===== src/rtl/bus_arb_pkg.sv =====
// Shared types and constants for the N-master bus arbiter.
package bus_arb_pkg;

  typedef enum logic {
    ARB_IDLE  = 1'b0,
    ARB_OWNED = 1'b1
  } arb_state_e;

  localparam int unsigned ARB_FIXED       = 0;
  localparam int unsigned ARB_RR          = 1;
  localparam int unsigned ARB_MAX_MASTERS = 16;

endpackage


===== src/rtl/arb_pick.sv =====
// Combinational winner search: first eligible requester at or after start_i, wrapping.
module arb_pick #(
  parameter int unsigned NUM_MASTERS = 4,
  parameter int unsigned ID_W        = 2
) (
  input  logic [NUM_MASTERS-1:0] req_i,
  input  logic [ID_W-1:0]        start_i,
  input  logic [NUM_MASTERS-1:0] excl_i,
  output logic [NUM_MASTERS-1:0] gnt_o,
  output logic [ID_W-1:0]        idx_o,
  output logic                   found_o
);

  logic [NUM_MASTERS-1:0] cand;

  assign cand = req_i & ~excl_i;

  always_comb begin
    int unsigned j;
    gnt_o   = '0;
    idx_o   = '0;
    found_o = 1'b0;
    j       = 0;
    for (int unsigned k = 0; k < NUM_MASTERS; k++) begin
      j = (32'(start_i) + k) % NUM_MASTERS;
      if (!found_o && cand[j]) begin
        found_o  = 1'b1;
        gnt_o[j] = 1'b1;
        idx_o    = ID_W'(j);
      end
    end
  end

endmodule


===== src/rtl/bus_arbiter_n.sv =====
// N-master bus arbiter: fixed-priority or round-robin, bounded tenure, per-master lock.
module bus_arbiter_n
  import bus_arb_pkg::*;
#(
  parameter int unsigned NUM_MASTERS = 4,
  parameter int unsigned RR_MODE     = ARB_FIXED,
  parameter int unsigned MAX_HOLD    = 16,
  parameter int unsigned ID_W        = (NUM_MASTERS > 2) ? $clog2(NUM_MASTERS) : 1
) (
  input  logic                   clk,
  input  logic                   rst,
  input  logic [NUM_MASTERS-1:0] MASTER_READ,
  input  logic [NUM_MASTERS-1:0] MASTER_WRITE,
  input  logic [NUM_MASTERS-1:0] MASTER_LOCK,
  output logic [NUM_MASTERS-1:0] GRANT,
  output logic [ID_W-1:0]        grant_id,
  output logic                   grant_valid,
  output logic                   hold_timeout
);

  localparam int unsigned     HOLD_W   = (MAX_HOLD > 0) ? $clog2(MAX_HOLD + 1) : 1;
  localparam logic [ID_W-1:0] LAST_IDX = ID_W'(NUM_MASTERS - 1);

  arb_state_e        state_q, state_d;
  logic [ID_W-1:0]   owner_q, owner_d;
  logic [ID_W-1:0]   rr_ptr_q, rr_ptr_d;
  logic [HOLD_W-1:0] hold_q, hold_d;
  logic              timeout_q, timeout_d;

  logic [NUM_MASTERS-1:0] req, owner_oh, excl, pick_gnt;
  logic [ID_W-1:0]        start, pick_idx;
  logic                   pick_found, owner_req, owner_lock, others_req;
  logic                   hold_due, timeout_fire, new_grant;

  assign req        = MASTER_READ | MASTER_WRITE;
  assign owner_oh   = NUM_MASTERS'(1) << owner_q;
  assign owner_req  = req[owner_q];
  assign owner_lock = MASTER_LOCK[owner_q];
  assign others_req = |(req & ~owner_oh);

  // Due from the last cycle before the limit onward, so a lock release on a saturated
  // counter still revokes the tenure.
  assign hold_due     = (MAX_HOLD != 0) && ((32'(hold_q) + 32'd1) >= MAX_HOLD);
  assign timeout_fire = (state_q == ARB_OWNED) && owner_req && !owner_lock && others_req &&
                        hold_due;

  assign excl  = timeout_fire ? owner_oh : '0;
  assign start = (RR_MODE == ARB_RR) ? ((rr_ptr_q == LAST_IDX) ? '0 : rr_ptr_q + 1'b1) : '0;

  arb_pick #(
    .NUM_MASTERS(NUM_MASTERS),
    .ID_W       (ID_W)
  ) u_pick (
    .req_i  (req),
    .start_i(start),
    .excl_i (excl),
    .gnt_o  (pick_gnt),
    .idx_o  (pick_idx),
    .found_o(pick_found)
  );

  always_ff @(posedge clk or negedge rst) begin
    if (!rst) begin
      state_q   <= ARB_IDLE;
      owner_q   <= '0;
      rr_ptr_q  <= LAST_IDX;
      hold_q    <= '0;
      timeout_q <= 1'b0;
    end else begin
      state_q   <= state_d;
      owner_q   <= owner_d;
      rr_ptr_q  <= rr_ptr_d;
      hold_q    <= hold_d;
      timeout_q <= timeout_d;
    end
  end

  always_comb begin
    state_d   = state_q;
    owner_d   = owner_q;
    rr_ptr_d  = rr_ptr_q;
    hold_d    = hold_q;
    timeout_d = 1'b0;
    new_grant = 1'b0;
    unique case (state_q)
      ARB_IDLE: begin
        new_grant = pick_found;
      end
      ARB_OWNED: begin
        if (!owner_req || timeout_fire) begin
          new_grant = pick_found;
          timeout_d = timeout_fire;
          if (!pick_found) begin
            state_d = ARB_IDLE;
            owner_d = '0;
            hold_d  = '0;
          end
        // One-hot vectors order like their indices: a smaller pick is a higher priority.
        end else if ((RR_MODE == ARB_FIXED) && !owner_lock && (pick_gnt < owner_oh)) begin
          new_grant = 1'b1;
        end else if (hold_q != HOLD_W'(MAX_HOLD)) begin
          hold_d = hold_q + 1'b1;
        end
      end
      default: ;
    endcase
    if (new_grant) begin
      state_d  = ARB_OWNED;
      owner_d  = pick_idx;
      rr_ptr_d = pick_idx;
      hold_d   = '0;
    end
  end

  always_comb begin
    GRANT       = '0;
    grant_id    = '0;
    grant_valid = 1'b0;
    if (state_q == ARB_OWNED) begin
      GRANT       = owner_oh;
      grant_id    = owner_q;
      grant_valid = 1'b1;
    end
  end

  assign hold_timeout = timeout_q;

endmodule


===== config.mk =====
export PLATFORM = sky130hd
export DESIGN_NAME = bus_arbiter_n
export DESIGN_NICKNAME = d
export VERILOG_FILES = /design/src/rtl/bus_arb_pkg.sv /design/src/rtl/arb_pick.sv /design/src/rtl/bus_arbiter_n.sv
export SDC_FILE = /design/constraint.sdc
export NUM_CORES = 1
export LEC_CHECK = 0
export CAP_MARGIN = 20
export CORE_ASPECT_RATIO = 1.1
export CORE_MARGIN = 1.5
export CORE_UTILIZATION = 42
export DETAILED_ROUTE_END_ITERATION = 8
export PLACE_DENSITY = 0.78
export SLEW_MARGIN = 20
export SYNTH_ARGS = -nofsm -noshare
export SYNTH_HDL_FRONTEND = slang
export SYNTH_SLANG_ARGS = --single-unit

===== constraint.sdc =====
create_clock -name clk -period 4.1 [get_ports clk]
set_clock_uncertainty 0.15 [all_clocks]
set_input_delay 1.025 -clock clk [delete_from_list [all_inputs] [get_ports clk]]
set_output_delay 1.025 -clock clk [all_outputs]
set_load 0.02 [all_outputs]

After elaboration in Yosys (flattened, before gate mapping). Cells that the tools add are included.

Logic and storage cells: 78. Flip-flop bits (word level): 9.

Reduce and logical (&&, ||, !) cells: 20. $lt $le $gt $ge: 3. Add/subtract/negate cells: 2. Bitwise operators: 6. Shifts and indexed selects: 1. Muxes and demuxes: 38. Eq/ne operators: 4.

Operators with widths (count): $mux W5 (6); $mux W1 (17); $mux W2 (8); $mux W4 (3); $and A4 B4 Y4 (2); $logic_and A1 B1 Y1 (8); $not A4 Y4 (2); $add A5 B1 Y6 const B (1); $ge A6 B5 Y1 const B (1); $ne A3 B3 Y1 const B (2); $add A5 B1 Y5 const B (1); $logic_not A1 Y1 (5); $ne A5 B5 Y1 const B (1); $bmux W1 S2 (2); $lt A4 B4 Y1 (1); $or A4 B4 Y4 (1); $reduce_and A4 Y1 (1); $reduce_bool A2 Y1 (2); $reduce_or A4 Y1 (1); $shl A1 B2 Y4 const A (1); $lt A2 B3 Y1 const B (1); $mux W3 (1); $reduce_and A3 Y1 (1); $reduce_bool A3 Y1 (1); other kinds (4) (4).

Logic depth before layout (Yosys ltp).
Depth after elaboration: 27. Gate-level depth with buffers: 13.

Cells and area by module. From an unflattened synthesis, not the netlist that was laid out.

Cell total of the unflattened synthesis: 150. Area, all modules: 1263.7 sq um.

Modules (own cells, without submodules): bus_arbiter_n (instances 1, sequential area each 225.2 sq um, cells each 83, area an instance 753.2 sq um); arb_pick (instances 1, sequential area each 0.0 sq um, cells each 67, area an instance 510.5 sq um).

Least setup slack after synthesis. No wires, ideal clock.

Kind: input to register. Start: input port MASTER_LOCK[3]. End: register owner_q[0]. Stages on the path: 11. Arrival time: 3.789 ns. Slack: 0.037 ns. Path buffers: 1. Cells stage by stage: mux4_2 a211oi_4 a41oi_1 a211oi_1 and2_1 ha_1 o21a_1 o311ai_0 buf_2 o32ai_1 a211o_1.

Word-level cells in the longest chain between the ends: 26. Elaborated cells between the ends (all ways): 37.

RTL lines: from (decl) (RTL line bus_arbiter_n.sv:14) `input logic [NUM_MASTERS-1:0] MASTER_LOCK,`; $bmux W1 S2 (*) (RTL line bus_arbiter_n.sv:38) `assign owner_lock = MASTER_LOCK[owner_q];`; $mux W1 (implied by the code) (*) (RTL line bus_arbiter_n.sv:38); $logic_not A1 Y1 (*) (RTL line bus_arbiter_n.sv:44, bus_arbiter_n.sv:99); $logic_and A1 B1 Y1 (3 in series) (RTL line bus_arbiter_n.sv:44) `assign timeout_fire = (state_q == ARB_OWNED) && owner_req && !owner_lock && others_req &&`; $mux W4 (RTL line bus_arbiter_n.sv:47) `assign excl = timeout_fire ? owner_oh : '0;`; $not A4 Y4 (RTL line arb_pick.sv:16) `assign cand = req_i & ~excl_i;`; $and A4 B4 Y4 (RTL line arb_pick.sv:16); $mux W1 (RTL line arb_pick.sv:26) `if (!found_o && cand[j]) begin`; (+8 left out); $mux W4 (RTL line arb_pick.sv:26); $lt A4 B4 Y1 (RTL line bus_arbiter_n.sv:99) `end else if ((RR_MODE == ARB_FIXED) && !owner_lock && (pick_gnt < owner_oh)) begin`; $logic_and A1 B1 Y1 (RTL line bus_arbiter_n.sv:99); $mux W1 (RTL line bus_arbiter_n.sv:99); $mux W1 (RTL line bus_arbiter_n.sv:90) `if (!owner_req || timeout_fire) begin`; $pmux W1 S2 (RTL line bus_arbiter_n.sv:85) `unique case (state_q)`; $ne A2 B1 Y1 (no source line) / $reduce_bool A2 Y1 (equally long branches); $reduce_and A3 Y1 (no source line); to (signal assigned) (RTL line bus_arbiter_n.sv:71) `owner_q <= owner_d;`; to (decl) (RTL line bus_arbiter_n.sv:25) `logic [ID_W-1:0] owner_q, owner_d;`.

Mark *: on every way between the ends. The rest lies on a longest branch, timed or not. The select of a mux whose other input is x is not followed. A chain may end at the register's enable or synchronous reset.

Worst setup path in the final report.
Start: input port MASTER_WRITE[0]. End: register hold_q[3].

Word-level cells in the longest chain between the ends: 27. Elaborated cells between the ends (all ways): 41.

RTL lines: from (decl) (RTL line bus_arbiter_n.sv:13) `input logic [NUM_MASTERS-1:0] MASTER_WRITE,`; $or A4 B4 Y4 (*) (RTL line bus_arbiter_n.sv:35) `assign req = MASTER_READ | MASTER_WRITE;`; $bmux W1 S2 (RTL line bus_arbiter_n.sv:37) `assign owner_req = req[owner_q];`; $mux W1 (implied by the code) (RTL line bus_arbiter_n.sv:37); $logic_and A1 B1 Y1 (4 in series) (RTL line bus_arbiter_n.sv:44); $mux W4 (RTL line bus_arbiter_n.sv:47); $not A4 Y4 (RTL line arb_pick.sv:16); $and A4 B4 Y4 (RTL line arb_pick.sv:16); $mux W1 (RTL line arb_pick.sv:26); (+8 left out); $mux W4 (RTL line arb_pick.sv:26); $lt A4 B4 Y1 (RTL line bus_arbiter_n.sv:99); $logic_and A1 B1 Y1 (RTL line bus_arbiter_n.sv:99); $mux W1 (RTL line bus_arbiter_n.sv:99); $mux W1 (RTL line bus_arbiter_n.sv:90); $pmux W1 S2 (RTL line bus_arbiter_n.sv:85); $ne A3 B3 Y1 (no source line) (tied with other cells); $reduce_and A4 Y1 (no source line); to (signal assigned) (RTL line bus_arbiter_n.sv:73) `hold_q <= hold_d;`; to (decl) (RTL line bus_arbiter_n.sv:27) `logic [HOLD_W-1:0] hold_q, hold_d;`.

Marks and branches as above.

==> run summary <==
### STA
* **Final Critical Period** 3.94 ns
* **Relative slew margins** 0.545
* **final hold violation count** 0
* **slack of the critical path** 0.155 ns
* **Tightest Pin Transition** 0.674 ns
* **final setup violation count** 0
* **final clock period utilization by the worst path** 0.962
* **final count of pins violating max slew** 0
* **maximum frequency from static timing analysis** 253 MHz

### GRT
* **highest-utilization routing layer at the global route stage** met2
* **met2 Usage GRT** 0.403
* **vias in the first global route** 929
* **global-route congestion overflow total** 0
* **global-route usage over all layers** 0.220
* **wire length of the first global-routing pass** 3730 um
* **routing usage on met3** 0.0177
* **pin count of the biggest net entering global routing** 15
* **antenna violations before repair** 0
* **met1 capacity usage during global routing** 0.233

### Power
* **Pint** 0.000309 W
* **worst vdd rail ir drop** 0.307 mV
* **total power density per cell area** 397 mW/mm2
* **Clock power frac** 0.133
* **register share of total power** 0.265
* **fraction of power consumed by combinational cells** 0.602
* **switching part of the total** 0.417
* **static power due to leakage** 0.597 nW
* **switching power summed over all nets** 0.000221 W

### Critical path
* **critical path's most frequent cell** o21a_1
* **Worst setup SP type** input port
* **setup slack, reg-to-reg** 0.57 ns
* **chain of cells forming the critical path** clkdlybuf4s50_1 -> o41ai_2 -> a21oi_1 -> nand4_1 -> a21o_1 -> nor2b_2 -> ha_1 -> o21a_1 -> o21a_1 -> o311ai_4 -> buf_6 -> nor3_1 -> a211o_1
* **end point of the critical path** hold_q[3]
* **Worst Path Arrival** 3.95 ns
* **nature of the critical path endpoint** flip-flop
* **worst path buffer plus inverter count** 2
* **Reg2Reg Capture Point** hold_q[3]
* **crit path launch** MASTER_WRITE[0]
* **library cell contributing the largest single delay on the critical path** clkdlybuf4s50_1
* **Worst Path Max Fanout** 5
* **stages on the worst setup path** 13
* **Top Family by Delay on Critical Path** compound AO/OA/AOI/OAI gates
* **critical path class** in2reg
* **delay contributed by the slowest stage of the critical path** 0.53 ns
* **number of cells traversed by the worst register-to-register path** 12
* **required arrival time at the worst endpoint** 4.11 ns
* **reg-to-reg startpoint** owner_q[1]

### Logic synthesis
* **compound-gate portion of the synthesized area** 0.293
* **area leader, netlist** dfrtp_1
* **post-synthesis average cell area** 8.57 um2
* **fraction of synthesized cell area in xor and xnor cells** 0
* **total of flip-flops plus latches after synthesis** 9
* **synthesized cell area** 875 um2
* **post-synth cell types** 40
* **Post-synth ARST share** 1.00
* **number of enable flip-flop cells after synthesis** 0
* **Yosys Warn Count** 0
* **area share of and/or/nand/nor cells after synthesis** 0.283
* **Adder-Cell Fraction of Synth Area** 0.0715
* **cell types with the largest area share after synthesis** dfrtp_1 26%, ha_1 7.2%, nor2_1 5.2%
* **combinational family with the most area after synthesis** compound AO/OA/AOI/OAI gates
* **predominant post-synthesis flop cell** dfrtp_1
* **net count after synthesis** 121
* **area share of the largest cell type after synthesis** 0.258
* **gate count after technology mapping** 102
* **proportion of synthesized chip area in sequential cells** 0.258
* **multiplexer area fraction after synthesis** 0.0486

### Cells and area
* **post-route insts no fill** 172
* **area taken by multi-input logic gates** 649 um2
* **final-layout fill cell count** 169
* **final instance area** 0.00134 mm2
* **number of antenna cells inserted** 0
* **final core utilization** 0.675
* **Register Area** 225 um2
* **leading cell types in the layout, fill and taps excluded** 18 x buf_4, 17 x clkdlybuf4s50_1, 12 x nor2_1, 9 x dfrtp_1
* **synth-to-layout area growth** 52.6%
* **Net count, final** 164
* **fraction of layout instances using a drive strength above 1** 0.236
* **most frequent standard cell in the layout excluding fill and tap cells** buf_4

### Route
* **DRC marker count from the first detailed-route iteration** 9
* **average wire per cell in the routed design** 14.0 um
* **vias** 972
* **DRT Wirelength** 2410 um
* **detailed-route vias per instance** 5.65
* **ANT nets after route** 0
* **DR pass1 iterations** 4
* **DRC violation count after routing** 0

### Clock tree
* **htree depth** 1
* **CTS hold repair buffers** 0
* **clock sink total** 9
* **clock transition at the registers of the reported paths** 0.06 ns
* **clock tree from TritonCTS** yes
* **clock buffers created by TritonCTS** 3
* **largest buffer count on any clock path** 2
* **clock tree root driver cell** clkbuf_4
* **insertion delay to the later sink of the worst-skew pair** 0.27 ns

### Min path
* **path category of the worst min-delay check** reg2reg

### Floorplanning
* **Total Die Area** 0.00237 mm2
* **height of the chip** 50.9 um
* **count of standard-cell rows** 17
* **die span in x** 46.5 um
* **effective utilization at floorplan** 0.442
* **total core area** 0.00198 mm2
* **Top-Level Pins** 22

### Placed design
* **post-placement cell count** 163
* **Placer Congestion** 0.800
* **placement-stage worst setup slack** -0.349 ns
* **placed wire-length estimate** 1760 um
* **Buffers on Ports** 21
* **total placed instance area** 0.00122 mm2

### Outcome
* **outcome** complete, no violations

### Flow run
* **number of max-cap violations** 0

==> timing repair <==
action                     CTS  global route
resized for setup            5             7
setup endpoints to repair    3             5
gates cloned                 1             0
pin swaps                    1            11
buffers inserted             2             2
==> registers in the layout, summed over array words and instances (netlist names) <==
| name | flops |
|---|---|
| owner_q | 2 |
| state_q | 1 |
| hold_q | 5 |
| hold_timeout | 1 |
==> cells in the mapped netlist (2+ instances only) <==
library cell,instances
nor3_1,4
ha_1,5
a21o_1,2
nor2_1,12
o21ai_0,3
o21a_1,2
and3_1,4
o2bb2ai_1,4
inv_1,7
dfrtp_1,9
nand2_1,7
mux2i_1,2
a211o_1,3
nand2b_1,5
buf_2,2
a21oi_1,4
nor2b_1,2
and2_1,3
==> through the flow <==
step / hold WS, ns / total power [W] / TNS (ns)
2_1_floorplan: 0.364 / 0.000302 / 0
3_3_place_gp: 0.402 / 0.000403 / -1.25
3_5_place_dp: 0.407 / 0.000414 / -1.57
4_1_cts: 0.417 / 0.000520 / 0
5_1_grt: 0.465 / 0.000569 / -0.00621
6_report: 0.433 / 0.000530 / 0
==> worst min-delay path by stage <==
stage,endpoint,cells past startpoint,from
6_report,hold_q[4],1,hold_q[4]
4_1_cts,hold_q[4],1,hold_q[4]
3_5_place_dp,hold_q[4],1,hold_q[4]
2_1_floorplan,hold_q[4],1,hold_q[4]
5_1_grt,hold_q[4],1,hold_q[4]
3_3_place_gp,hold_q[4],1,hold_q[4]
==> per-layer routing <==
metal | share of wire | vias up
met4 | 0.035 | 0
met2 | 0.51 | 37
met5 | 0 | -
met3 | 0.048 | 9
met1 | 0.40 | 454
li1 | - | 472
==> final cells by class <==
class | count | share of cell area
Inverter | 7 | 0.0197
Multi-Input combinational cell | 83 | 0.486
Sequential cell | 9 | 0.169
Clock buffer | 3 | 0.0169
Timing Repair Buffer | 41 | 0.278
Clock inverter | 1 | 0.00375
Tap cell | 28 | 0.0262
==> logic make-up after synthesis <==
kind of cell,count (synthesis)
compound gates,31
fa+ha+maj,5
buf+inv,10
flops,9
mux,3
simple gates,44
==> power groups by stage <==
stage | combinational (W) | sequential [W] | clock [W]
CTS | 0.000307 | 0.000140 | 0.0000734
global placement | 0.000264 | 0.000139 | 0
finish | 0.000319 | 0.000141 | 0.0000706
floorplan | 0.000170 | 0.000132 | 0
global route | 0.000350 | 0.000145 | 0.0000742
detailed placement | 0.000272 | 0.000141 | 0
Note: power is estimated with default switching activity, not from simulation.
